## config.mk

```make
export PLATFORM = sky130hd
export DESIGN_NAME = blit_fill
export DESIGN_NICKNAME = d
export VERILOG_FILES = /design/src/rtl/xosera_pkg.sv /design/src/rtl/blit_fill.sv
export SDC_FILE = /design/constraint.sdc
export NUM_CORES = 1
export LEC_CHECK = 0
export CAP_MARGIN = 20
export CORE_UTILIZATION = 45
export DETAILED_ROUTE_END_ITERATION = 10
export PLACE_DENSITY_LB_ADDON = 0.12
export SLEW_MARGIN = 20
export SYNTH_ARGS = -nofsm -noshare
export SYNTH_HDL_FRONTEND = slang
export SYNTH_SLANG_ARGS = --single-unit
```

## constraint.sdc

```tcl
create_clock -name clk -period 3 [get_ports clk]
set_input_delay 0.6 -clock clk [delete_from_list [all_inputs] [get_ports clk]]
set_output_delay 0.6 -clock clk [all_outputs]
set_load 0.005 [all_outputs]
```

## src/rtl/xosera_pkg.sv

```systemverilog
// Shared Xosera types: VRAM address/word types and the rectangle-fill engine state.
package xosera_pkg;

    typedef logic [15:0] addr_t;
    typedef logic [15:0] word_t;

    localparam int BLIT_FILL_CNT_W = 16;

    typedef enum logic [1:0] {
        IDLE,
        REQ,
        DONE
    } blit_fill_state_t;

endpackage

```

## src/rtl/blit_fill.sv

```systemverilog
// Rectangular VRAM fill engine: writes one fill word per arbiter grant over a
// width x height rectangle with a programmable line stride.
module blit_fill
    import xosera_pkg::*;
#(
    parameter int CNT_W = BLIT_FILL_CNT_W
) (
    input  logic             clk,
    input  logic             reset_n,
    input  logic             start_i,
    input  logic             abort_i,
    input  addr_t            dst_addr_i,
    input  logic [CNT_W-1:0] width_i,
    input  logic [CNT_W-1:0] height_i,
    input  addr_t            stride_i,
    input  word_t            data_i,
    input  logic [3:0]       wr_mask_i,
    output logic             busy_o,
    output logic             done_o,
    output logic             blit_sel_o,
    output logic             blit_wr_o,
    output logic [3:0]       blit_wr_mask_o,
    output addr_t            blit_addr_o,
    output word_t            blit_data_o,
    input  logic             blit_ack_i
);

    blit_fill_state_t state_q, state_d;
    addr_t            line_addr_q, line_addr_d;
    addr_t            cur_addr_q, cur_addr_d;
    addr_t            stride_q, stride_d;
    logic [CNT_W-1:0] col_q, col_d;
    logic [CNT_W-1:0] row_q, row_d;
    logic [CNT_W-1:0] col_last_q, col_last_d;
    word_t            data_q, data_d;
    logic [3:0]       mask_q, mask_d;
    logic             busy_q, busy_d;
    logic             done_q, done_d;
    logic             sel_q, sel_d;

    always_comb begin
        state_d     = state_q;
        line_addr_d = line_addr_q;
        cur_addr_d  = cur_addr_q;
        stride_d    = stride_q;
        col_d       = col_q;
        row_d       = row_q;
        col_last_d  = col_last_q;
        data_d      = data_q;
        mask_d      = mask_q;
        busy_d      = busy_q;
        done_d      = 1'b0;
        sel_d       = sel_q;

        case (state_q)
            IDLE: begin
                if (start_i) begin
                    if (width_i != '0 && height_i != '0) begin
                        line_addr_d = dst_addr_i;
                        cur_addr_d  = dst_addr_i;
                        stride_d    = stride_i;
                        col_last_d  = width_i - 1'b1;
                        col_d       = width_i - 1'b1;
                        row_d       = height_i - 1'b1;
                        data_d      = data_i;
                        mask_d      = wr_mask_i;
                        sel_d       = 1'b1;
                        busy_d      = 1'b1;
                        state_d     = REQ;
                    end else begin
                        done_d  = 1'b1;
                        state_d = DONE;
                    end
                end
            end
            REQ: begin
                // The write for an ack already happened on the grant cycle, so
                // abort simply drops the request without another step.
                if (abort_i) begin
                    sel_d   = 1'b0;
                    busy_d  = 1'b0;
                    state_d = IDLE;
                end else if (blit_ack_i) begin
                    if (col_q != '0) begin
                        cur_addr_d = cur_addr_q + 16'd1;
                        col_d      = col_q - 1'b1;
                    end else if (row_q != '0) begin
                        line_addr_d = line_addr_q + stride_q;
                        cur_addr_d  = line_addr_q + stride_q;
                        col_d       = col_last_q;
                        row_d       = row_q - 1'b1;
                    end else begin
                        sel_d   = 1'b0;
                        busy_d  = 1'b0;
                        done_d  = 1'b1;
                        state_d = DONE;
                    end
                end
            end
            DONE: begin
                state_d = IDLE;
            end
            default: begin
                sel_d   = 1'b0;
                busy_d  = 1'b0;
                state_d = IDLE;
            end
        endcase
    end

    always_ff @(posedge clk or negedge reset_n) begin
        if (!reset_n) begin
            state_q     <= IDLE;
            line_addr_q <= '0;
            cur_addr_q  <= '0;
            stride_q    <= '0;
            col_q       <= '0;
            row_q       <= '0;
            col_last_q  <= '0;
            data_q      <= '0;
            mask_q      <= '0;
            busy_q      <= 1'b0;
            done_q      <= 1'b0;
            sel_q       <= 1'b0;
        end else begin
            state_q     <= state_d;
            line_addr_q <= line_addr_d;
            cur_addr_q  <= cur_addr_d;
            stride_q    <= stride_d;
            col_q       <= col_d;
            row_q       <= row_d;
            col_last_q  <= col_last_d;
            data_q      <= data_d;
            mask_q      <= mask_d;
            busy_q      <= busy_d;
            done_q      <= done_d;
            sel_q       <= sel_d;
        end
    end

    assign busy_o         = busy_q;
    assign done_o         = done_q;
    assign blit_sel_o     = sel_q;
    assign blit_wr_o      = sel_q;
    assign blit_wr_mask_o = mask_q;
    assign blit_addr_o    = cur_addr_q;
    assign blit_data_o    = data_q;

endmodule

```

# After elaboration in Yosys (flattened, before gate mapping)
# Cells that the tools add are included.
[totals] register_bits=120 in_bits=89 out_inout_bits=40 elab_cells=88
[op_classes] add_sub_neg=6 n_eq_ne=12 muxes=46 bitwise=1 reduce_logical=12
[op_table] op="16-bit two-way mux" count=21
[op_table] op="16-bit case mux with 2 select lines" count=4
[op_table] op="16-bit nonzero test" count=4
[op_table] op="16-bit by 1-bit subtractor with 16-bit output, second input constant" count=4
[op_table] op="16-bit by 1-bit adder with 16-bit output, second input constant" count=1
[op_table] op="16-bit adder" count=1
[op_table] op="1-bit two-way mux" count=12
[op_table] op="2-bit two-way mux" count=6
[op_table] op="2-bit != test, second input constant" count=6
[op_table] op="3-bit != test, second input constant" count=4
[op_table] op="6-bit AND reduction" count=2
[op_table] op="7-bit AND reduction" count=1
[op_table] op="2-bit case mux with 2 select lines" count=1
[op_table] op="4-bit AND reduction" count=1
[op_table] op="1-bit case mux with 3 select lines" count=1
[op_table] op="3-bit AND reduction" count=1
[op_table] op="2-bit by 1-bit equality test with 1-bit output, second input constant" count=1
[op_table] op="2-bit equality test, second input constant" count=1
[op_table] op="2-bit logical NOT" count=1
[op_table] op="1-bit case mux with 2 select lines" count=1
[op_table] op="2-bit nonzero test" count=1
[op_table] op="1-bit logical AND" count=1
[op_table] op="1-bit NOT" count=1

# Depth between registers and ports, before layout
# Gate-level depths: netlist of run 1.
[depth] ltp_word=6 depth_mapped=12 mapped_depth_nobuf=9

# Least setup slack after synthesis of run 1
# OpenSTA, ideal clock, no wires.
[synth_timing] path_type="reg-to-reg" from="register state_q[1]" to="register row_q[12]" setup_ns=0.094 arrival_ns=2.880 required_ns=2.906 path_slack_ns=0.027 stages_incl_launch_ff=13 path_buffers=4 synth_period_minus_slack_ns=2.973 cell_sequence="dfrtp_1 > buf_2 > nor2b_1 > buf_2 > buf_1 > clkbuf_1 > mux2i_1 > ha_1 > and2_1 > nand3_1 > nor2_1 > nor2_1 > a221oi_2"
[synth_via] elab_chain_cells=3 word_cells_on_any_way=11 cone_classes="eq/ne (7); mux (1); reduce/logical (3)"
[synth_lines] item="start, declared" line_no="blit_fill.sv:28" text="blit_fill_state_t state_q, state_d;"
[synth_lines] item="start signal, assigned" line_no="blit_fill.sv:126" text="state_q <= state_d;"
[synth_lines] item="2-bit by 1-bit equality test with 1-bit output / 2-bit logical NOT (equally long branches)" line_no="blit_fill.sv:55" text="case (state_q)"
[synth_lines] item="2-bit != test (no source line) / 2-bit nonzero test (equally long branches)"
[synth_lines] item="7-bit AND reduction (no source line)"
[synth_lines] item="end signal, assigned" line_no="blit_fill.sv:131" text="row_q <= row_d;"
[synth_lines] item="end, declared" line_no="blit_fill.sv:33" text="logic [CNT_W-1:0] row_q, row_d;"
# Several ways; a longest one is shown, not always the timed one.
# A chain may end at the register's enable or synchronous reset.

# Final worst setup path of run 1
[layout_timing] from="input height_i[9]" to="register col_q[15]"
[layout_via] elab_chain_cells=4
[layout_lines] item="start, declared" line_no="blit_fill.sv:14" text="input logic [CNT_W-1:0] height_i,"
[layout_lines] item="16-bit nonzero test" line_no="blit_fill.sv:58" text="if (width_i != '0 && height_i != '0) begin"
[layout_lines] item="1-bit logical AND" line_no="blit_fill.sv:58"
[layout_lines] item="2-bit != test (no source line)"
[layout_lines] item="6-bit AND reduction (no source line)"
[layout_lines] item="end signal, assigned" line_no="blit_fill.sv:130" text="col_q <= col_d;"
[layout_lines] item="end, declared" line_no="blit_fill.sv:32" text="logic [CNT_W-1:0] col_q, col_d;"
# Every way passes these cells.

==> results of run 1 <==
## sequential cells by signal, indices dropped and copies added (netlist names)
signal / count
done_o: 1
blit_addr_o: 16
row_q: 16
stride_q: 16
col_q: 16
line_addr_q: 16
blit_data_o: 16
col_last_q: 16
blit_wr_mask_o: 4
state_q: 2
blit_sel_o: 1
## cell usage in the layout, fill, tap and decap left out, types with 5 or more instances in the layout
cell,count
xor2_1,27
a21oi_1,69
ha_1,19
inv_1,13
nand3_1,13
nor2_1,91
a31oi_1,11
a211oi_1,17
buf_4,68
a21o_1,13
nor3_1,19
clkinvlp_4,5
mux2i_1,16
clkbuf_16,17
bufinv_16,6
nor4_1,14
mux2_2,48
xnor2_1,23
nand2_1,84
and3_1,5
a221oi_2,11
dfrtp_1,120
nand4_1,9
o31ai_1,6
o21ai_0,54
o211ai_1,5
buf_12,7
clkdlybuf4s50_1,127
and2_1,6
## worst max-delay path: stages
cell             delay (ns)
clkdlybuf4s50_1        0.42
nor4_1                 0.45
nand4_1                0.20
buf_4                  0.18
o31a_1                 0.11
a311o_2                0.45
o21ai_2                0.17
buf_4                  0.26
a311oi_1               0.07
a21o_1                 0.19
## through the flow
step | setup TNS (ns) | area, µm²
after global routing | 0 | 10160
after global placement | -4.482 | 9475
final | 0 | 10160
after floorplan | 0 | 7507
after detailed placement | -10.18 | 9475
after CTS | 0 | 10150
## report_power, final
group,switching (mW),total [mW],leakage (nW),internal (mW)
Combinational,1.80,3.49,2.49,1.70
Clock,0.779,2.34,0.312,1.56
Sequential,0.575,2.72,1.42,2.14
Total,3.15,8.54,4.22,5.39
## logic make-up (layout without fill, tap and decap cells)
kind of cell / count (synthesis) / in the layout / synth area share, %
adders and majority gates: 20 / 20 / 3.433
DFF: 120 / 120 / 40.00
muxes: 64 / 64 / 9.333
and+or+nand+nor: 278 / 278 / 17.93
xor gates and xnor gates: 50 / 50 / 5.833
AOI/OAI and AO/OA: 223 / 223 / 19.67
buffers and inverters: 56 / 247 / 3.800
## final cells by class
class / count / area share [%]
tap: 216 / 2.661
clock buffer: 17 / 4.189
multi-input combinational: 635 / 41.73
timing repair buffer: 202 / 18.92
sequential: 120 / 29.57
clock inverter: 15 / 2.452
inverter: 13 / 0.4805
## path summary, 6_finish.rpt
path,slack (ns),to,cells after the start
worst max-delay path,0.20,col_q[15]$_DFFE_PN0P_,10
worst min-delay path,0.17,row_q[2]$_DFFE_PN0P_,1
worst max register to register,0.20,blit_addr_o[13]$_DFFE_PN0P_,8
worst min register to register,0.50,col_last_q[4]$_DFFE_PN0P_,1
max in group asynchronous,2.00,col_last_q[13]$_DFFE_PN0P_,3
min in group clk,0.50,col_last_q[4]$_DFFE_PN0P_,1
## routing by layer
metal	routed length [µm]	vias to the layer above	GRT usage, %	part of all wire [%]
met3	1284	37	4.244	6.0
met2	10300	256	42.91	48
li1	-	3317	-	-
met4	375	0	9.935	1.8
met1	9301	3353	33.75	44
met5	0	-	0	0
==> results.json, run 1 <==
{
  "antenna_found_initial": 0,
  "cts_max_level": 4,
  "register_area_um2": 3003,
  "maxSlewViolCount": 0,
  "critPathLaunchType": "primary input",
  "cts_tree": "done",
  "yosysSeqAreaShare_pct": 40.00,
  "wl_per_cell_um": 17.45,
  "initial_utilization_pct": 46.75,
  "place_congestion": 0.8643,
  "wl_um": 21260,
  "chipHeight_um": 131.2,
  "ys_top_cells_by_area": "dfrtp_1 40%, mux2_2 7.2%, a21oi_1 4.6%",
  "synthFlopType": "dfrtp_1",
  "skew_ns": 0.008281,
  "ys_ff_latch": 120,
  "drtIter0Drc": 540,
  "clkLatencyLatePin_ns": 0.42,
  "hpwl_um": 15420,
  "grt_pass1_wl_um": 35860,
  "hold_viol": 0,
  "syn_area_per_cell_um2": 9.257,
  "area_delta_synth_final_pct": 35.28,
  "startpoint": "height_i[9]",
  "setup_viol": 0,
  "ys.warnings.count": 0,
  "grt_use_total_pct": 25.89,
  "detail-route-antenna-nets": 0,
  "io_buffers": 128,
  "min_path_type": "primary input to asynchronous set/reset pin",
  "r2r-start": "line_addr_q[2]$_DFFE_PN0P_",
  "max-slew-margin-rel_pct": 52.54,
  "antennaDiodeCount": 0,
  "yosys-top-cells-count": "120 x dfrtp_1, 91 x nor2_1, 84 x nand2_1",
  "die_w_um": 131.2,
  "layout.nets": 1098,
  "p_leak_nw": 4.224,
  "first_pass_iters": 6,
  "clkTransAtPathRegs_ns": 0.06,
  "dieArea_um2": 17200,
  "yosysTopAreaCell": "dfrtp_1",
  "grt_start_max_net_pins": 72,
  "tightest_slew_ns": 0.6940,
  "synth_nets": 920,
  "io_pins": 129,
  "holdBufCountCts": 0,
  "layout_min_cycle_time_ns": 2.804,
  "cts_inserted_buffers": 17,
  "layoutNonFillerInstCount": 1218,
  "rows": 46,
  "cts-resized-gates": 0,
  "drv_cap": 0,
  "final_core_util_pct": 63.25,
  "via_per_inst": 5.717,
  "crit_path_end_kind": "register",
  "synth_enable_flop_cells": 0,
  "multi_input_area_um2": 4238,
  "clock_path_buffers": 2,
  "peakVddDrop_mv": 0.4562,
  "fillers": 1273,
  "dp.cells": 1186,
  "cts_post_setup_buffers_inserted": 0,
  "drive_gt1_share_pct": 18.66,
  "p_total_mw": 8.544,
  "rsz0062_at_grt": "no",
  "vias": 6963,
  "yosys.cell_count.top_type": "dfrtp_1",
  "async_flop_share_pct": 100.0,
  "core_um2": 16060,
  "synth.cell_area_um2": 7507,
  "cp.arrival_ns": 3.12,
  "cts.sinks": 120,
  "cts_root_buf": "clkbuf_16",
  "drc": 0,
  "setup_slack_ns": 0.1958,
  "crit_required_ns": 3.31,
  "period_share_pct": 93.47,
  "fmax_mhz": 356.6,
  "yosysTopAreaCellShare_pct": 40.00,
  "path_class": "primary input to register",
  "netlist_instances": 811,
  "grt_pass1_vias": 7124,
  "synth.distinct_cells": 68,
  "grt_overflow": 0,
  "crit_fanout": 12,
  "status": "completed",
  "p_per_area_nw_per_um2": 841.3,
  "pre_cts_slack_ns": -0.2305,
  "whs_ns": 0.1740
}
No activity file was read; power rests on OpenSTA's default activity.
==> run 2, diff against run 1 <==
Settings changed: GPL_TIMING_DRIVEN from default to 0.
==> results.json, run 2 (synthesized netlist as in run 1, its figures left out) <==
{
  "wl_per_cell_um": 18.41,
  "cts_tree": "done",
  "antenna_found_initial": 0,
  "io_buffers": 128,
  "reg2reg_slack_ns": 0.20,
  "crit_fanout": 10,
  "place_congestion": 0.9059,
  "dieArea_um2": 17200,
  "min_path_type": "primary input to asynchronous set/reset pin",
  "clock_path_buffers": 2,
  "clkPwrFrac_pct": 24.6,
  "layoutNonFillerInstCount": 1192,
  "wl_um": 21940,
  "area_delta_synth_final_pct": 30.37,
  "whs_ns": 0.1377,
  "cts_inserted_buffers": 17,
  "grt_overflow": 0,
  "layout_commonest_cell": "clkdlybuf4s50_1",
  "grt_start_max_net_pins": 67,
  "clkTransAtPathRegs_ns": 0.06,
  "cpLargestDelayFamily": "simple AND/OR/NAND/NOR gates",
  "rsz0062_at_grt": "yes",
  "tightest_slew_ns": 0.7013,
  "grt_use_total_pct": 26.53,
  "seq_power_share_pct": 33.4,
  "crit_required_ns": 3.31,
  "max-slew-margin-rel_pct": 53.25,
  "p_int_mw": 4.925,
  "via_per_inst": 5.664,
  "vias": 6752,
  "io_pins": 129,
  "core_um2": 16060,
  "cpPeakStageDelay_ns": 0.48,
  "p_per_area_nw_per_um2": 826.6,
  "r2r_cells": 8,
  "critPathLaunchType": "primary input",
  "grt_pass1_vias": 6596,
  "path_class": "primary input to register",
  "chipHeight_um": 131.2,
  "maxSlewViolCount": 0,
  "cts.sinks": 120,
  "layout_min_cycle_time_ns": 2.931,
  "cp_num_buf_inv": 3,
  "detail-route-antenna-nets": 0,
  "grt_pass1_wl_um": 35620,
  "holdBufCountCts": 0,
  "cts_max_level": 4,
  "swShare_pct": 39.12,
  "hpwl_um": 16050,
  "clkLatencyLatePin_ns": 0.43,
  "die_w_um": 131.2,
  "period_share_pct": 97.71,
  "final_cell_mix": "126 x clkdlybuf4s50_1, 119 x dfrtp_1, 89 x nor2_1, 83 x nand2_1, 69 x a21oi_1",
  "drtIter0Drc": 576,
  "r2r-start": "col_q[7]$_DFFE_PN0P_",
  "crit_path_end_kind": "register",
  "layout.nets": 1072,
  "dp.cells": 1156,
  "skew_ns": 0.009479,
  "p_sw_mw": 3.164,
  "slowest_stage": "clkdlybuf4s50_1",
  "p_leak_nw": 3.993,
  "fillers": 1424,
  "setup_viol": 0,
  "drc": 0,
  "r2r-end": "col_q[6]$_DFFE_PN0P_",
  "rows": 46,
  "drv_cap": 0,
  "first_pass_iters": 5,
  "pwr-share-comb_pct": 42.0,
  "cts_root_buf": "clkbuf_16",
  "cp.arrival_ns": 3.24,
  "status": "completed",
  "drive_gt1_share_pct": 16.09,
  "antennaDiodeCount": 0,
  "peakVddDrop_mv": 0.4828,
  "cp_cell_sequence": "clkdlybuf4s50_1 -> nor4_1 -> nand4_1 -> o31a_1 -> a311o_2 -> and3_1 -> buf_6 -> buf_2 -> o21ai_0 -> nand2_1",
  "initial_utilization_pct": 46.75,
  "hold_viol": 0,
  "fmax_mhz": 341.2
}
-- run 2: changes by cell type in the layout (fill, tap and decap cells not counted), moves of 5 or more --
cell / previous run / this run
buf_12: 7 / 0
buf_2: 0 / 13
buf_4: 68 / 11
buf_6: 0 / 9
bufinv_16: 6 / 1
clkbuf_1: 0 / 12
inv_6: 1 / 6
-- run 2: cell type report --
cell class | instances | area (µm²) | area share (%)
tap | 216 | 270.3 | 2.761
clock inverter | 14 | 140.1 | 1.432
multi-input combinational | 635 | 4283 | 43.76
buffer | 40 | 250.2 | 2.557
clock buffer | 18 | 429.2 | 4.385
sequential | 120 | 3004 | 30.70
inverter | 13 | 48.80 | 0.4986
timing repair buffer | 136 | 1361 | 13.91
-- run 2: power groups by stage --
stage	Sequential, mW	Clock [mW]	Combinational [mW]
3_5_place_dp	2.71	0	3.29
6_report	2.70	1.99	3.40
5_1_grt	2.77	2.09	3.77
3_3_place_gp	2.70	0	3.27
2_1_floorplan	2.57	0	2.27
4_1_cts	2.69	2.02	3.33
-- run 2: metrics by stage --
stage	instance area [µm²]	worst slack [ns]	setup TNS [ns]	total power, mW	utilization (%)
floorplan	7507	0.02660	0	4.834	-
finish	9787	0.06877	0	8.090	60.95
global placement	9059	-3.613	-490.01	5.967	56.41
detailed placement	9087	-1.020	-62.67	6.002	56.59
global route	9787	-0.001490	-0.001490	8.641	60.95
CTS	9696	-0.01851	-0.04482	8.039	60.38
-- run 2: per-layer routing --
layer	vias to the layer above	GRT usage, %	wire [µm]
met3	27	4.668	1267
met1	3240	37.58	10300
li1	3275	-	-
met4	0	7.386	325
met2	210	41.40	10050
met5	-	0	0
-- run 2: worst register-to-register path, cell delays in order, from the launching register on --
cell	delay [ns]
dfrtp_1	0.46
or4_1	0.60
nor3_2	0.22
nand3_1	0.32
clkbuf_1	0.42
o21ai_0	0.35
o22ai_1	0.12
nand2_1	0.11
o21ai_0	0.09
-- run 2: worst max path at each step --
stage,from,end,slack (ns),cells past startpoint
3_3_place_gp,reset_n,blit_data_o[12]$_DFFE_PN0P_,-3.61,1
4_1_cts,state_q[1]$_DFFE_PN0P_,row_q[12]$_DFFE_PN0P_,-0.02,12
5_1_grt,line_addr_q[0]$_DFFE_PN0P_,blit_addr_o[14]$_DFFE_PN0P_,-0.001,9
2_1_floorplan,state_q[1]$_DFFE_PN0P_,row_q[12]$_DFFE_PN0P_,0.03,12
3_5_place_dp,state_q[0]$_DFFE_PN0P_,row_q[10]$_DFFE_PN0P_,-1.02,11
6_report,height_i[14],line_addr_q[8]$_DFFE_PN0P_,0.07,10
-- run 2: repair_timing --
| action | 4_1_cts | 5_1_grt |
|---|---|---|
| setup endpoints to repair | 101 | 83 |
| buffers inserted | 1 | 6 |
| pin swaps | 0 | 4 |
| hold endpoints to repair | 0 | 0 |
| resized for setup | 14 | 17 |
==> run 3, diff against run 2 <==
Settings changed: CAP_MARGIN 20 to default.
==> results of run 3 <==
No change in the layout: final DEF, timing and power equal those of run 2.
